## src/rtl/branch_cdb_pkg.sv

```systemverilog
`default_nettype none
// ============================================================================
// Module      : branch_cdb_pkg
// Description : Shared widths and constants for the branch result collector.
// Revision    : 1.0 - initial release
// ============================================================================
package branch_cdb_pkg;

    localparam int   c_branch_rs_width = 3;    // branchALURSWidth
    localparam int   c_addr_width      = 32;   // addrWidth
    localparam int   c_fifo_depth      = 4;    // branchCDBFifoDepth
    localparam int   c_insn_bytes      = 4;
    localparam logic c_valid           = 1'b1;
    localparam logic c_invalid         = 1'b0;

endpackage
`default_nettype wire

```

## src/rtl/branch_cdb_if.sv

```systemverilog
`default_nettype none
// ============================================================================
// Module      : branch_cdb_if
// Description : Dispatch, branch-result, finish and redirect signals of the
//               branch result collector.
// Revision    : 1.0 - initial release
// ============================================================================
interface branch_cdb_if
    import branch_cdb_pkg::*;
#(
    parameter int RS_NUM_WIDTH = c_branch_rs_width,
    parameter int ADDR_WIDTH   = c_addr_width
);

    logic                    dispatch_valid;
    logic [RS_NUM_WIDTH-1:0] dispatch_rsnum;
    logic [ADDR_WIDTH-1:0]   dispatch_pc;
    logic                    result_valid;
    logic [RS_NUM_WIDTH-1:0] result_rsnum;
    logic                    result_taken;
    logic [ADDR_WIDTH-1:0]   result_offset;
    logic                    result_ready;
    logic                    finish;
    logic [RS_NUM_WIDTH-1:0] finish_rsnum;
    logic                    redirect_valid;
    logic [ADDR_WIDTH-1:0]   redirect_pc;
    logic                    redirect_ready;
    logic [31:0]             resolved_count;
    logic [31:0]             taken_count;

    modport master (
        output dispatch_valid, dispatch_rsnum, dispatch_pc,
        output result_valid, result_rsnum, result_taken, result_offset,
        output redirect_ready,
        input  result_ready, finish, finish_rsnum,
        input  redirect_valid, redirect_pc, resolved_count, taken_count
    );

    modport slave (
        input  dispatch_valid, dispatch_rsnum, dispatch_pc,
        input  result_valid, result_rsnum, result_taken, result_offset,
        input  redirect_ready,
        output result_ready, finish, finish_rsnum,
        output redirect_valid, redirect_pc, resolved_count, taken_count
    );

endinterface
`default_nettype wire

```

## src/rtl/branch_target_fifo.sv

```systemverilog
`default_nettype none
// ============================================================================
// Module      : branch_target_fifo
// Description : Circular redirect-target queue with occupancy counter.
// Revision    : 1.0 - initial release
// ============================================================================
module branch_target_fifo #(
    parameter int WIDTH = 32,
    parameter int DEPTH = 4
) (
    input  wire logic             clk,
    input  wire logic             rst,
    input  wire logic             i_push,
    input  wire logic [WIDTH-1:0] i_data,
    input  wire logic             i_pop,
    output logic                  o_full,
    output logic                  o_empty,
    output logic      [WIDTH-1:0] o_head
);

    localparam int c_ptr_w = $clog2(DEPTH);
    localparam int c_cnt_w = c_ptr_w + 1;

    logic [WIDTH-1:0]   r_mem [DEPTH];
    logic [c_ptr_w-1:0] r_wr_ptr;
    logic [c_ptr_w-1:0] r_rd_ptr;
    logic [c_cnt_w-1:0] r_count;

    logic w_pop;
    logic w_push;

    assign o_full  = (r_count == c_cnt_w'(DEPTH));
    assign o_empty = (r_count == '0);
    assign w_pop   = i_pop && !o_empty;
    assign w_push  = i_push && (!o_full || w_pop);
    // The storage is not reset, so an empty queue presents zero instead.
    assign o_head  = o_empty ? '0 : r_mem[r_rd_ptr];

    always_ff @(posedge clk) begin
        if (rst) begin
            r_wr_ptr <= '0;
            r_rd_ptr <= '0;
            r_count  <= '0;
        end else begin
            if (w_push) r_wr_ptr <= r_wr_ptr + 1'b1;
            if (w_pop)  r_rd_ptr <= r_rd_ptr + 1'b1;
            case ({w_push, w_pop})
                2'b10:   r_count <= r_count + 1'b1;
                2'b01:   r_count <= r_count - 1'b1;
                default: r_count <= r_count;
            endcase
        end
    end

    always_ff @(posedge clk) begin
        if (w_push) r_mem[r_wr_ptr] <= i_data;
    end

endmodule
`default_nettype wire

```

## src/rtl/branch_cdb.sv

```systemverilog
`default_nettype none
// ============================================================================
// Module      : branch_cdb
// Description : Branch result collector: computes redirect PCs from the slot
//               PC table, queues them to fetch and frees RS slots.
// Revision    : 1.0 - initial release
// ============================================================================
module branch_cdb
    import branch_cdb_pkg::*;
#(
    parameter int RS_NUM_WIDTH = c_branch_rs_width,
    parameter int ADDR_WIDTH   = c_addr_width,
    parameter int FIFO_DEPTH   = c_fifo_depth
) (
    input wire logic   clk,
    input wire logic   rst,
    branch_cdb_if.slave bus
);

    localparam int c_slots = 1 << RS_NUM_WIDTH;

    logic [ADDR_WIDTH-1:0]   r_pc_table [c_slots];
    logic [c_slots-1:0]      r_pending;
    logic                    r_finish;
    logic [RS_NUM_WIDTH-1:0] r_finish_rsnum;
    logic [31:0]             r_resolved_count;
    logic [31:0]             r_taken_count;

    logic                    w_fifo_full;
    logic                    w_fifo_empty;
    logic [ADDR_WIDTH-1:0]   w_fifo_head;
    logic                    w_slot_busy;
    logic                    w_ready;
    logic                    w_accept;
    logic [ADDR_WIDTH-1:0]   w_base_pc;
    logic [ADDR_WIDTH-1:0]   w_target;

    // A slot whose finish pulse is on the bus now is free again this cycle.
    assign w_slot_busy = r_pending[bus.result_rsnum] &&
                         !(r_finish && (r_finish_rsnum == bus.result_rsnum));
    assign w_ready     = !w_fifo_full && !w_slot_busy;
    assign w_accept    = bus.result_valid && w_ready;
    assign w_base_pc   = r_pc_table[bus.result_rsnum];
    assign w_target    = bus.result_taken ? (w_base_pc + bus.result_offset)
                                          : (w_base_pc + ADDR_WIDTH'(c_insn_bytes));

    always_ff @(posedge clk) begin
        if (bus.dispatch_valid) r_pc_table[bus.dispatch_rsnum] <= bus.dispatch_pc;
    end

    always_ff @(posedge clk) begin
        if (rst) begin
            r_pending        <= '0;
            r_finish         <= c_invalid;
            r_finish_rsnum   <= '0;
            r_resolved_count <= '0;
            r_taken_count    <= '0;
        end else begin
            r_finish <= w_accept ? c_valid : c_invalid;
            if (r_finish) r_pending[r_finish_rsnum] <= 1'b0;
            if (w_accept) begin
                r_pending[bus.result_rsnum] <= 1'b1;
                r_finish_rsnum              <= bus.result_rsnum;
                r_resolved_count            <= r_resolved_count + 32'd1;
                if (bus.result_taken) r_taken_count <= r_taken_count + 32'd1;
            end
        end
    end

    branch_target_fifo #(
        .WIDTH (ADDR_WIDTH),
        .DEPTH (FIFO_DEPTH)
    ) u_fifo (
        .clk     (clk),
        .rst     (rst),
        .i_push  (w_accept),
        .i_data  (w_target),
        .i_pop   (bus.redirect_ready),
        .o_full  (w_fifo_full),
        .o_empty (w_fifo_empty),
        .o_head  (w_fifo_head)
    );

    assign bus.result_ready   = w_ready;
    assign bus.finish         = r_finish;
    assign bus.finish_rsnum   = r_finish_rsnum;
    assign bus.redirect_valid = !w_fifo_empty;
    assign bus.redirect_pc    = w_fifo_head;
    assign bus.resolved_count = r_resolved_count;
    assign bus.taken_count    = r_taken_count;

endmodule
`default_nettype wire

```

## src/flat_wrapper.sv

```systemverilog
// flat-port wrapper written by rule: the top's interface ports become plain ports
module branch_cdb_flat import branch_cdb_pkg::*;
#(
    parameter int RS_NUM_WIDTH = c_branch_rs_width,
    parameter int ADDR_WIDTH   = c_addr_width,
    parameter int FIFO_DEPTH   = c_fifo_depth
)
  (clk, rst, bus_dispatch_valid, bus_dispatch_rsnum, bus_dispatch_pc, bus_result_valid, bus_result_rsnum, bus_result_taken, bus_result_offset, bus_redirect_ready, bus_result_ready, bus_finish, bus_finish_rsnum, bus_redirect_valid, bus_redirect_pc, bus_resolved_count, bus_taken_count);
  branch_cdb_if #(.RS_NUM_WIDTH(RS_NUM_WIDTH), .ADDR_WIDTH(ADDR_WIDTH)) bus_i ();
  input wire logic clk;
  input wire logic rst;
  input wire logic [$bits(bus_i.dispatch_valid)-1:0] bus_dispatch_valid;
  input wire logic [$bits(bus_i.dispatch_rsnum)-1:0] bus_dispatch_rsnum;
  input wire logic [$bits(bus_i.dispatch_pc)-1:0] bus_dispatch_pc;
  input wire logic [$bits(bus_i.result_valid)-1:0] bus_result_valid;
  input wire logic [$bits(bus_i.result_rsnum)-1:0] bus_result_rsnum;
  input wire logic [$bits(bus_i.result_taken)-1:0] bus_result_taken;
  input wire logic [$bits(bus_i.result_offset)-1:0] bus_result_offset;
  input wire logic [$bits(bus_i.redirect_ready)-1:0] bus_redirect_ready;
  output wire logic [$bits(bus_i.result_ready)-1:0] bus_result_ready;
  output wire logic [$bits(bus_i.finish)-1:0] bus_finish;
  output wire logic [$bits(bus_i.finish_rsnum)-1:0] bus_finish_rsnum;
  output wire logic [$bits(bus_i.redirect_valid)-1:0] bus_redirect_valid;
  output wire logic [$bits(bus_i.redirect_pc)-1:0] bus_redirect_pc;
  output wire logic [$bits(bus_i.resolved_count)-1:0] bus_resolved_count;
  output wire logic [$bits(bus_i.taken_count)-1:0] bus_taken_count;
  assign bus_i.dispatch_valid = bus_dispatch_valid;
  assign bus_i.dispatch_rsnum = bus_dispatch_rsnum;
  assign bus_i.dispatch_pc = bus_dispatch_pc;
  assign bus_i.result_valid = bus_result_valid;
  assign bus_i.result_rsnum = bus_result_rsnum;
  assign bus_i.result_taken = bus_result_taken;
  assign bus_i.result_offset = bus_result_offset;
  assign bus_i.redirect_ready = bus_redirect_ready;
  assign bus_result_ready = bus_i.result_ready;
  assign bus_finish = bus_i.finish;
  assign bus_finish_rsnum = bus_i.finish_rsnum;
  assign bus_redirect_valid = bus_i.redirect_valid;
  assign bus_redirect_pc = bus_i.redirect_pc;
  assign bus_resolved_count = bus_i.resolved_count;
  assign bus_taken_count = bus_i.taken_count;
  branch_cdb #(.RS_NUM_WIDTH(RS_NUM_WIDTH), .ADDR_WIDTH(ADDR_WIDTH), .FIFO_DEPTH(FIFO_DEPTH)) u_core (.clk(clk), .rst(rst), .bus(bus_i));
endmodule
```

## config.mk

```make
export PLATFORM = sky130hd
export DESIGN_NAME = branch_cdb_flat
export DESIGN_NICKNAME = d
export VERILOG_FILES = /design/src/rtl/branch_cdb_pkg.sv /design/src/rtl/branch_cdb_if.sv /design/src/rtl/branch_target_fifo.sv /design/src/rtl/branch_cdb.sv /design/src/flat_wrapper.sv
export SDC_FILE = /design/constraint.sdc
export NUM_CORES = 1
export LEC_CHECK = 0
export BUFFER_PORTS_ARGS = -buffer_cell sky130_fd_sc_hd__buf_2
export CELL_PAD_IN_SITES_DETAIL_PLACEMENT = 0
export CELL_PAD_IN_SITES_GLOBAL_PLACEMENT = 1
export CORE_AREA = 2 2 219 221
export DETAILED_ROUTE_END_ITERATION = 8
export DIE_AREA = 0 0 221 223
export PLACE_DENSITY = 0.74
export SLEW_MARGIN = 20
export SYNTH_ARGS = -nofsm -noshare
export SYNTH_HDL_FRONTEND = slang
export SYNTH_SLANG_ARGS = --single-unit
export TNS_END_PERCENT = 50
```

## constraint.sdc

```tcl
create_clock -name clk -period 5.82 [get_ports clk]
set_clock_uncertainty 0.05 [all_clocks]
set_input_delay 0.873 -clock clk [delete_from_list [all_inputs] [get_ports clk]]
set_output_delay 0.873 -clock clk [all_outputs]
set_load 0.02 [all_outputs]
```

==> run_results.csv, run 1 <==
group,metric,value,unit
cts,insertion_delay,0.59,ns
cts,cts-root-buf,"clkbuf_16",
synthesis,synth.area.top_cells,"edfxtp_1, mux4_2, dfxtp_1, nand2_1, ha_1",
placed_design,gp_congestion,0.8793,
timing,fmax,215.4,MHz
synthesis,synthFlopType,"edfxtp_1",
global_route,grt_pass1_wl,70.64,mm
placed_design,placed_area,22440,um2
die,pin_count,178,
detailed_routing,via_per_inst,5.425,
placed_design,post-dp-hpwl,30.57,mm
detailed_routing,drt-wirelength-per-cell,19.86,um
die,die_x,221,um
cts,htree_num_levels,2,
critical_path,path_cells,"buf_4 > buf_12 > buf_4 > mux4_2 > mux2_2 > ha_1 > o21a_1 > a21oi_1 > o21ai_0 > and3_1 > a21oi_1 > a31oi_1 > a211o_1 > o21ai_0",
cts,cts_tree,"yes",
worst_hold_path,hold_path.class,"reg2reg",
layout,drive_gt1_share,24.60,%
die,dieArea,49280,um2
synthesis,syn-instance-count,1451,
cts,postCtsHoldBufs,0,
layout,ff_latch_area,13240,um2
synthesis,syn-num-nets,1568,
timing,hold_viol_final,0,
synthesis,synth_edf_count,384,
critical_path,worstPathArrival,4.91,ns
synthesis,synth_cell_types,66,
timing,finalSetupViolations,0,
synthesis,ys_warn_count,0,
power_and_ir_drop,ir_drop,0.2022,mV
die,die_h,223,um
synthesis,ys_seq_area_share,63.59,%
synthesis,yosysTopAreaCell,"edfxtp_1",
die,rows,80,
critical_path,crit_type,"in2reg",
layout,fillCellCount,3940,
global_route,grt_pass1_vias,12120,
placed_design,port_buffers,177,
layout,fin_area,24240,um2
layout,fin_nets,1760,
detailed_routing,antenna_left,0,
detailed_routing,dr.pass1.iters,5,
timing,setup_tns,0,ns
layout,syn2layout_area_growth,16.48,%
detailed_routing,vias,12480,
critical_path,critPathRequiredTime,6.09,ns
cts,cts_setup_buffers,0,
global_route,grt_overflow,0,
cts,clock_path_buffers,3,
critical_path,critPathTopFamily,"compound AO/OA/AOI/OAI gates",
synthesis,synth_top_area_share,55.41,%
power_and_ir_drop,power-per-cell-area,372.1,nW/um2
critical_path,cp_slowest_stage_delay,0.54,ns
layout,multiInputGateArea,7227,um2
cts,cts-resized-gates,0,
synthesis,async_reset_ff_share,0,%
critical_path,critPathBufInv,3,
synthesis,synth_area,20810,um2
synthesis,synth.ff_latch_count,469,
global_route,grt_max_degree,59,
critical_path,cp-end-kind,"flip-flop",
timing,period_minus_slack,4.642,ns
timing,fin_crit_sh,79.75,%
die,start_util,44.14,%
global_route,antenna_found_initial,8,
cts,clk_pin_slew,0.06,ns
die,core-area,47150,um2
cts,clock_sinks,469,
timing,slew_headroom,39.92,%
detailed_routing,finalWirelength,45.68,mm
detailed_routing,drt_iter0_drc,791,
detailed_routing,drc_errors,0,
power_and_ir_drop,p_leak,8.595,nW
synthesis,syn_area_per_cell,14.34,um2
timing,maxSlewViolCount,0,
critical_path,critPathLaunchType,"input port",
cts,cts_inserted_buffers,48,
timing,rsz0062_at_grt,"no",
timing,worst_slew_pin_slew,0.9012,ns
critical_path,timing.critical_path.slowest_stage_cell,"mux4_2",
global_route,grt_usage,18.28,%
critical_path,cp_max_fo,31,
run,max-cap-violations,0,
run_status,status,"finished, final reports clean",
## cells in the final DEF (no fill, tap or decap), types with 4 or more instances in the layout
master | netlist | routed
a31oi_1 | 5 | 5
nand2_1 | 133 | 133
buf_4 | 1 | 27
clkinv_2 | 0 | 9
o22ai_1 | 4 | 4
o211ai_1 | 5 | 5
xor2_1 | 51 | 51
nand2b_1 | 10 | 10
clkbuf_16 | 0 | 48
or3_1 | 22 | 22
edfxtp_1 | 384 | 384
inv_1 | 29 | 29
mux2_2 | 14 | 14
o31ai_1 | 4 | 4
a21o_1 | 15 | 15
mux4_2 | 98 | 98
o21bai_1 | 4 | 4
nand3_1 | 37 | 37
and2_1 | 41 | 41
a211oi_1 | 8 | 8
nor3_2 | 3 | 5
and3_1 | 19 | 19
clkbuf_1 | 39 | 5
clkinv_1 | 0 | 8
mux2i_1 | 10 | 10
o21ai_0 | 40 | 40
nor3_1 | 17 | 15
dfxtp_1 | 85 | 83
ha_1 | 39 | 39
a21oi_1 | 66 | 66
nor2b_1 | 4 | 4
nand4_1 | 30 | 30
buf_2 | 8 | 175
xnor2_1 | 51 | 51
nor2_2 | 0 | 6
nor2_1 | 105 | 99
bufinv_16 | 0 | 12
## report_power, final
part | total, mW | internal (mW) | switching (mW)
registers | 3.98 | 3.89 | 0.0914
logic | 1.66 | 0.675 | 0.981
clock network | 3.38 | 2.09 | 1.29
## path summary, 6_finish.rpt
check	slack, ns	cells after the start	endpoint	from
min reg2reg	0.43	2	u_core.r_pending[0]	u_core.r_pending[0]
max reg2reg	1.77	12	u_core.u_fifo.r_mem[1][27]	u_core.r_pc_table[6][1]
min	0.43	2	u_core.r_pending[0]	u_core.r_pending[0]
max	1.18	14	u_core.u_fifo.r_mem[1][27]	bus_result_rsnum[0]
## cells in the mapped netlist, drive strengths merged, types with 4 or more instances
| library cell | n |
|---|---|
| nand2b | 10 |
| o22ai | 4 |
| a211oi | 9 |
| nand3 | 37 |
| mux2 | 14 |
| xnor2 | 51 |
| mux4 | 98 |
| nor2b | 4 |
| o31ai | 4 |
| a31oi | 5 |
| a21oi | 66 |
| clkbuf | 39 |
| o21ai | 40 |
| inv | 31 |
| and2 | 41 |
| and3 | 19 |
| nor3 | 20 |
| xor2 | 51 |
| buf | 22 |
| o211ai | 5 |
| nor2 | 105 |
| or3 | 22 |
| dfxtp | 85 |
| nand4 | 30 |
| nand2 | 133 |
| ha | 39 |
| o21bai | 4 |
| edfxtp | 384 |
| a21o | 15 |
| mux2i | 10 |
## cells by family (layout without fill, tap and decap cells)
logic type               after synthesis  in the layout  synth area share [%]
flip-flops                           469            469                 63.59
AND/OR/NAND/NOR                      440            440                 10.26
AO/OA/AOI/OAI                        185            185                 5.670
multiplexers                         122            122                 11.85
XOR/XNOR                             102            102                 4.293
buffers and inverters                 92            324                 1.798
adder cells (fa/ha/maj)               41             41                 2.537
other                                  0              2                     0
## flip-flops by register name, indices dropped and copies added, names as in the netlist, named ones only
| name | count |
|---|---|
| u_core.bus.resolved_count | 32 |
| u_core.r_pc_table | 256 |
| u_core.bus.taken_count | 32 |
| u_core.r_pending | 8 |
| u_core.u_fifo.r_count | 3 |
| u_core.bus.finish_rsnum | 3 |
| u_core.u_fifo.r_mem | 128 |
| u_core.u_fifo.r_wr_ptr | 2 |
| u_core.u_fifo.r_rd_ptr | 2 |
| u_core.bus.finish | 1 |
## worst min-delay path, delay by kind of cell, from the launching register on
family	cells	cell delay (ns)
AO/OA/AOI/OAI	2	0.12
flip-flops	1	0.31
## metrics by stage
stage | utilization (%) | hold WS, ns | power, mW | std cells | setup WS, ns
floorplan | - | 0.3951 | 5.211 | 1451 | 0.09897
global placement | 47.61 | 0.4104 | 5.711 | 2208 | 0.5979
detailed placement | 47.61 | 0.4166 | 5.737 | 2208 | 0.5252
CTS | 51.39 | 0.4252 | 9.130 | 2298 | 1.113
global route | 51.40 | 0.4509 | 9.423 | 2299 | 0.8391
finish | 51.41 | 0.4276 | 9.020 | 2300 | 1.178
## cell type report
| type | instances | area share (%) |
|---|---|---|
| flip-flops and latches | 469 | 54.61 |
| well taps | 615 | 3.175 |
| clock buffers | 55 | 5.147 |
| multi-input cells | 890 | 29.82 |
| clock inverters | 35 | 2.220 |
| inverters | 31 | 0.4801 |
| diodes | 2 | 0.02065 |
| repair buffers | 203 | 4.533 |
## layer usage
metal | wire length, um | vias up | GRT usage (%) | share of wire (%)
li1 | - | 5917 | - | -
met1 | 20590 | 6211 | 26.04 | 45
met2 | 21900 | 269 | 29.34 | 48
met3 | 2288 | 68 | 3.385 | 5.0
met4 | 824 | 12 | 4.222 | 1.8
met5 | 77 | - | 0 | 0.17
Power figures use the tool's default switching activity.
==> run 2: changes to the inputs <==
==> constraint.sdc (replaced) <==
create_clock -name clk -period 4 [get_ports clk]
set_clock_uncertainty 0.05 [all_clocks]
set_input_delay 0.6 -clock clk [delete_from_list [all_inputs] [get_ports clk]]
set_output_delay 0.6 -clock clk [all_outputs]
set_load 0.02 [all_outputs]
==> run 2 against run 1 <==
  * Sequential cell count unchanged
  * Global-route usage up 0.69 points
  * Die area unchanged
  * Non-clock buffer count up 142
  * Via count up 4.2%
  * First-iteration DRC count up 3.5%
  * Count of clock-buffer cells in the layout unchanged
  * Register-to-register slack worse by 1.5 ns
  * Sequential power up 45%
  * Utilization up 2.3 points
==> run_results.csv, run 2 (synthesis gave the netlist of run 1 again) <==
group,metric,value,unit
layout,final_cells,2437,
cts,htree_num_levels,2,
timing,maxSlewViolCount,0,
cts,cts-resized-gates,0,
critical_path,critPathRequiredTime,4.24,ns
timing,hold_viol_final,0,
detailed_routing,dr.pass1.iters,4,
detailed_routing,via_per_inst,5.336,
timing,worst_slew_pin_slew,0.9947,ns
global_route,grt_pass1_wl,73.00,mm
detailed_routing,vias,13000,
run_status,status,"finished, final reports clean",
critical_path,path_cells,"buf_4 > buf_4 > mux4_2 > mux2_2 > ha_1 > o21ai_0 > o21bai_1 > a21o_1 > a221o_1 > a21oi_2 > nand4_1 > a31oi_1 > o211ai_1",
cts,insertion_delay,0.60,ns
die,dieArea,49280,um2
cts,cts_tree,"yes",
detailed_routing,drt-wirelength-per-cell,19.38,um
timing,fmax,267.0,MHz
critical_path,cp-end-kind,"flip-flop",
cts,postCtsHoldBufs,0,
cts,clock_sinks,469,
placed_design,gp_congestion,0.8447,
power_and_ir_drop,p_leak,9.266,nW
timing,finalSetupViolations,0,
critical_path,critPathTopFamily,"compound AO/OA/AOI/OAI gates",
global_route,grt_max_degree,41,
critical_path,r2r_setup_slack,0.26,ns
placed_design,post-dp-hpwl,32.59,mm
critical_path,cp_max_fo,14,
detailed_routing,drt_iter0_drc,819,
die,start_util,44.14,%
detailed_routing,finalWirelength,47.22,mm
timing,setup_tns,0,ns
layout,largest_register,"u_core.r_pc_table",
die,die_x,221,um
layout,fin_nets,1901,
layout,reg_top3,"u_core.r_pc_table (256), u_core.u_fifo.r_mem (128)",
cts,clock_path_buffers,3,
timing,fin_hold_ws,0.2146,ns
worst_hold_path,hold_path.class,"in2reg",
detailed_routing,drc_errors,0,
die,die_h,223,um
layout,syn2layout_area_growth,21.69,%
cts,cts-root-buf,"clkbuf_16",
cts,cts_setup_buffers,0,
global_route,grt_overflow,0,
critical_path,crit_type,"in2reg",
global_route,grt_usage,18.96,%
critical_path,cpMostUsedCell,"buf_4",
placed_design,port_buffers,177,
layout,drive_gt1_share,31.34,%
power_and_ir_drop,power-per-cell-area,516.5,nW/um2
die,pin_count,178,
placed_design,dp_cells,2350,
layout,largest_reg_flops,256,
critical_path,critPathBufInv,2,
detailed_routing,antenna_left,0,
power_and_ir_drop,ir_drop,0.3103,mV
die,core-area,47150,um2
critical_path,cp_slowest_stage_delay,0.53,ns
timing,rsz0062_at_grt,"no",
global_route,antenna_found_initial,6,
layout,diodes,0,
critical_path,timing.critical_path.slowest_stage_cell,"mux4_2",
critical_path,critPathLaunchType,"input port",
cts,cts_inserted_buffers,47,
cts,clk_pin_slew,0.06,ns
timing,slew_headroom,33.27,%
die,rows,80,
timing,fin_crit_sh,93.64,%
layout,final_common_cell,"edfxtp_1",
layout,final_cell_mix,"edfxtp_1, buf_2, buf_4",
critical_path,worstPathArrival,3.99,ns
global_route,grt_pass1_vias,12990,
timing,period_minus_slack,3.746,ns
run,max-cap-violations,0,
run 2: stage by stage:
stage / instance area, um2 / setup slack (ns) / power (mW) / util [%]
4_1_cts: 25320 / 0.2373 / 13.24 / 53.71
3_5_place_dp: 23670 / -0.3430 / 8.644 / 50.20
5_1_grt: 25320 / 0.004622 / 13.66 / 53.71
6_report: 25320 / 0.2543 / 13.08 / 53.71
3_3_place_gp: 23670 / -0.2788 / 8.584 / 50.20
2_1_floorplan: 20990 / -0.2425 / 7.616 / -
run 2: worst paths after layout:
kind                           startpoint                         end  depth (start not counted)
setup / recovery      bus_result_rsnum[0]  u_core.u_fifo.r_mem[1][31]                         13
hold reg to reg       u_core.r_pending[0]         u_core.r_pending[0]                          2
setup reg to reg  u_core.r_pc_table[7][2]  u_core.u_fifo.r_mem[1][31]                         12
hold / removal        bus_dispatch_pc[19]    u_core.r_pc_table[1][19]                          1
run 2: worst register-to-register path, cell delays in order, from the launching register on:
cell      delay (ns)
edfxtp_1        0.38
mux4_2          0.52
nand2_1         0.09
nand2_1         0.09
ha_1            0.30
o21ai_0         0.26
o211ai_1        0.15
a221o_1         0.34
a221o_1         0.44
a21oi_2         0.27
nand4_1         0.15
a31oi_1         0.20
o211ai_1        0.21
run 2: area by class of cell:
type	instances	area (um2)
clock buffers	55	1227
well taps	615	769.5
fillers	3879	21820
clock inverters	32	425.4
multi-input cells	890	7300
repair buffers	345	2250
flip-flops and latches	469	13230
inverters	31	116.4
run 2: power by group:
group | internal, mW | switching, mW
registers | 5.65 | 0.138
clock network | 2.70 | 1.89
logic | 1.20 | 1.50
run 2: routing by layer:
metal  track usage [%]  vias to the layer above  share of wire [%]
met5                 0                        -               0.12
met4             6.213                       10                2.5
met3             3.569                       79                4.9
met2             30.44                      304                 47
met1             26.22                     6412                 45
li1                  -                     6199                  -
==> run 3: changes to the inputs <==
--- a/config.mk
+++ b/config.mk
@@ -5,13 +5,15 @@
 export SDC_FILE = /design/constraint.sdc
 export NUM_CORES = 1
 export LEC_CHECK = 0
-export BUFFER_PORTS_ARGS = -buffer_cell sky130_fd_sc_hd__buf_2
+export BUFFER_PORTS_ARGS = -buffer_cell sky130_fd_sc_hd__clkbuf_2
 export CELL_PAD_IN_SITES_DETAIL_PLACEMENT = 0
 export CELL_PAD_IN_SITES_GLOBAL_PLACEMENT = 1
-export CORE_AREA = 2 2 219 221
+export CORE_AREA = 2 2 214 216
+export CTS_BUF_LIST = sky130_fd_sc_hd__clkbuf_4
 export DETAILED_ROUTE_END_ITERATION = 8
-export DIE_AREA = 0 0 221 223
-export PLACE_DENSITY = 0.74
+export DIE_AREA = 0 0 216 218
+export PLACE_DENSITY = 0.77
+export RECOVER_POWER = 50
 export SLEW_MARGIN = 20
 export SYNTH_ARGS = -nofsm -noshare
 export SYNTH_HDL_FRONTEND = slang
==> run 3 against run 2 <==
  * The run now ends with max-capacitance violations, max-slew violations left
  * Setup slack worse by 0.034 ns
  * Final cell count up 6.1%
  * Total power decreased by 5.2%
  * Combinational power barely moved
  * Utilization increased by 2.9 points
  * Maximum frequency fell by 0.90%
  * Sequential share of layout area fell by 0.21 points
  * Critical path type is now reg2reg
  * Sequential power barely moved
  * Via count rose by 4.0%
  * Critical path depth stayed put
  * Routed wire length hardly changed
  * Count of clock-buffer cells in the layout is 119 higher
==> run_results.csv, run 3 (synthesis gave the netlist of run 1 again) <==
group,metric,value,unit
detailed_routing,finalWirelength,47.20,mm
global_route,grt_overflow,0,
layout,syn2layout_area_growth,22.18,%
global_route,grt_usage,20.25,%
placed_design,gp_congestion,0.8421,
placed_design,port_buffers,177,
layout,fillCellCount,3713,
cts,cts-root-buf,"clkbuf_4",
die,start_util,46.35,%
layout,largest_register,"u_core.r_pc_table",
layout,largest_reg_flops,256,
run_status,violations,"max-capacitance violations, max-slew violations",
timing,hold_viol_final,0,
global_route,grt_pass1_wl,73.93,mm
power_and_ir_drop,finalPower,12.40,mW
die,die_h,218,um
layout,fin_area,25420,um2
critical_path,path_cells,"mux4_2 > mux2i_1 > inv_1 > ha_1 > buf_4 > nand4_1 > or3_1 > a21bo_2 > a211oi_2 > a21o_1 > a21oi_2 > xor2_1 > o21ai_0",
timing,maxSlewViolCount,264,
timing,period_minus_slack,3.780,ns
power_and_ir_drop,power-per-cell-area,487.7,nW/um2
placed_design,post-dp-hpwl,31.99,mm
detailed_routing,drc_errors,0,
timing,slew_headroom,-66.68,%
cts,htree_num_levels,3,
cts,clk_pin_slew,0.07,ns
layout,final_common_cell,"edfxtp_1",
detailed_routing,drt_iter0_drc,833,
die,rows,78,
timing,fmax,264.6,MHz
layout,drive_gt1_share,32.26,%
worst_hold_path,hold_path.class,"in2reg",
cts,clock_path_buffers,3,
detailed_routing,via_per_inst,5.231,
layout,final_cell_mix,"edfxtp_1, clkbuf_4, buf_4",
run_status,status,"finished with violations",
cts,cts_tree,"yes",
die,pin_count,178,
cts,cts_setup_buffers,0,
layout,ff_latch_area,13230,um2
power_and_ir_drop,p_leak,9.302,nW
timing,fin_crit_sh,94.49,%
die,die_x,216,um
critical_path,critPathLaunchType,"flip-flop",
timing,worst_slew_pin_slew,2.500,ns
global_route,grt_pass1_vias,13570,
critical_path,cp_slowest_stage_delay,0.50,ns
detailed_routing,vias,13520,
timing,finalSetupViolations,0,
critical_path,worstPathArrival,4.28,ns
detailed_routing,antenna_left,0,
layout,multiInputGateArea,7289,um2
critical_path,crit_type,"reg2reg",
global_route,antenna_found_initial,6,
cts,cts-resized-gates,0,
cts,postCtsHoldBufs,32,
die,dieArea,47090,um2
critical_path,critPathRequiredTime,4.51,ns
layout,fin_util,56.63,%
cts,clock_sinks,469,
detailed_routing,drt-wirelength-per-cell,18.26,um
layout,reg_top3,"u_core.r_pc_table (256), u_core.u_fifo.r_mem (128)",
critical_path,cp-end-kind,"flip-flop",
power_and_ir_drop,ir_drop,0.2442,mV
die,core-area,44890,um2
cts,insertion_delay,0.86,ns
detailed_routing,dr.pass1.iters,7,
cts,cts_inserted_buffers,113,
global_route,grt_max_degree,40,
placed_design,placed_area,23680,um2
critical_path,timing.critical_path.slowest_stage_cell,"mux4_2",
timing,rsz0062_at_grt,"no",
timing,fin_hold_ws,0.2254,ns
critical_path,cp_max_fo,4,
layout,fin_nets,2005,
run,max-cap-violations,8,
==> run 3: cell types whose count changed in the layout (fill, tap and decap cells not counted), moves of 4 or more <==
cell           previous run  this run
buf_2                   176         1
clkbuf_4                  0       174
clkbuf_2                  1       141
clkbuf_16                47         0
clkbuf_1                  5        42
dlygate4sd3_1             0        32
clkinv_1                  4        23
clkinv_2                 13         4
bufinv_16                 7         1
diode_2                   0         4
==> run 3: where the power goes <==
| group | switching [mW] | total [mW] | internal (mW) |
|---|---|---|---|
| Sequential | 0.137 | 5.79 | 5.66 |
| Combinational | 1.50 | 2.70 | 1.21 |
| Clock | 1.85 | 3.91 | 2.05 |
==> run 3: stage by stage <==
| stage | instances | setup slack, ns | setup TNS (ns) |
|---|---|---|---|
| 2_1_floorplan | 1451 | -0.2425 | -6.647 |
| 3_3_place_gp | 2341 | -0.3369 | -18.12 |
| 3_5_place_dp | 2341 | -0.4360 | -22.83 |
| 4_1_cts | 2581 | 0.2187 | 0 |
| 5_1_grt | 2585 | 0.05948 | 0 |
| 6_report | 2585 | 0.2204 | 0 |
==> run 3: final timing paths <==
check / cells after the start / slack, ns / from / endpoint
setup reg to reg: 13 / 0.22 / u_core.r_pc_table[3][5] / u_core.u_fifo.r_mem[2][14]
hold / removal: 4 / 0.23 / bus_redirect_ready / flip-flop
hold reg to reg: 2 / 0.43 / u_core.r_pending[2] / u_core.r_pending[2]
setup / recovery: 13 / 0.22 / u_core.r_pc_table[3][5] / u_core.u_fifo.r_mem[2][14]
==> run 3: worst max-delay path, delay by kind of cell, from the launching register on <==
kind                       cells  cell delay [ns]
AOI/OAI and AO/OA              5             1.16
buffers and inverters          2             0.24
muxes                          2             0.76
adders and majority gates      1             0.32
xor gates and xnor gates       1             0.13
DFF                            1             0.38
and+or+nand+nor                2             0.44
==> run 3: layout make-up <==
| class | count | share of cell area [%] |
|---|---|---|
| tap | 600 | 2.953 |
| sequential | 469 | 52.05 |
| clock buffer | 174 | 5.138 |
| inverter | 31 | 0.4577 |
| multi-input combinational | 890 | 28.67 |
| timing repair buffer | 383 | 9.951 |
| antenna | 4 | 0.03937 |
| clock inverter | 34 | 0.7382 |
==> run 3: routing by layer <==
metal / part of all wire (%) / global-route usage [%] / up-vias
li1: - / - / 6502
met1: 46 / 28.17 / 6625
met2: 47 / 31.71 / 330
met3: 5.0 / 3.989 / 62
met4: 1.9 / 7.717 / 4
met5: 0.051 / 0 / -
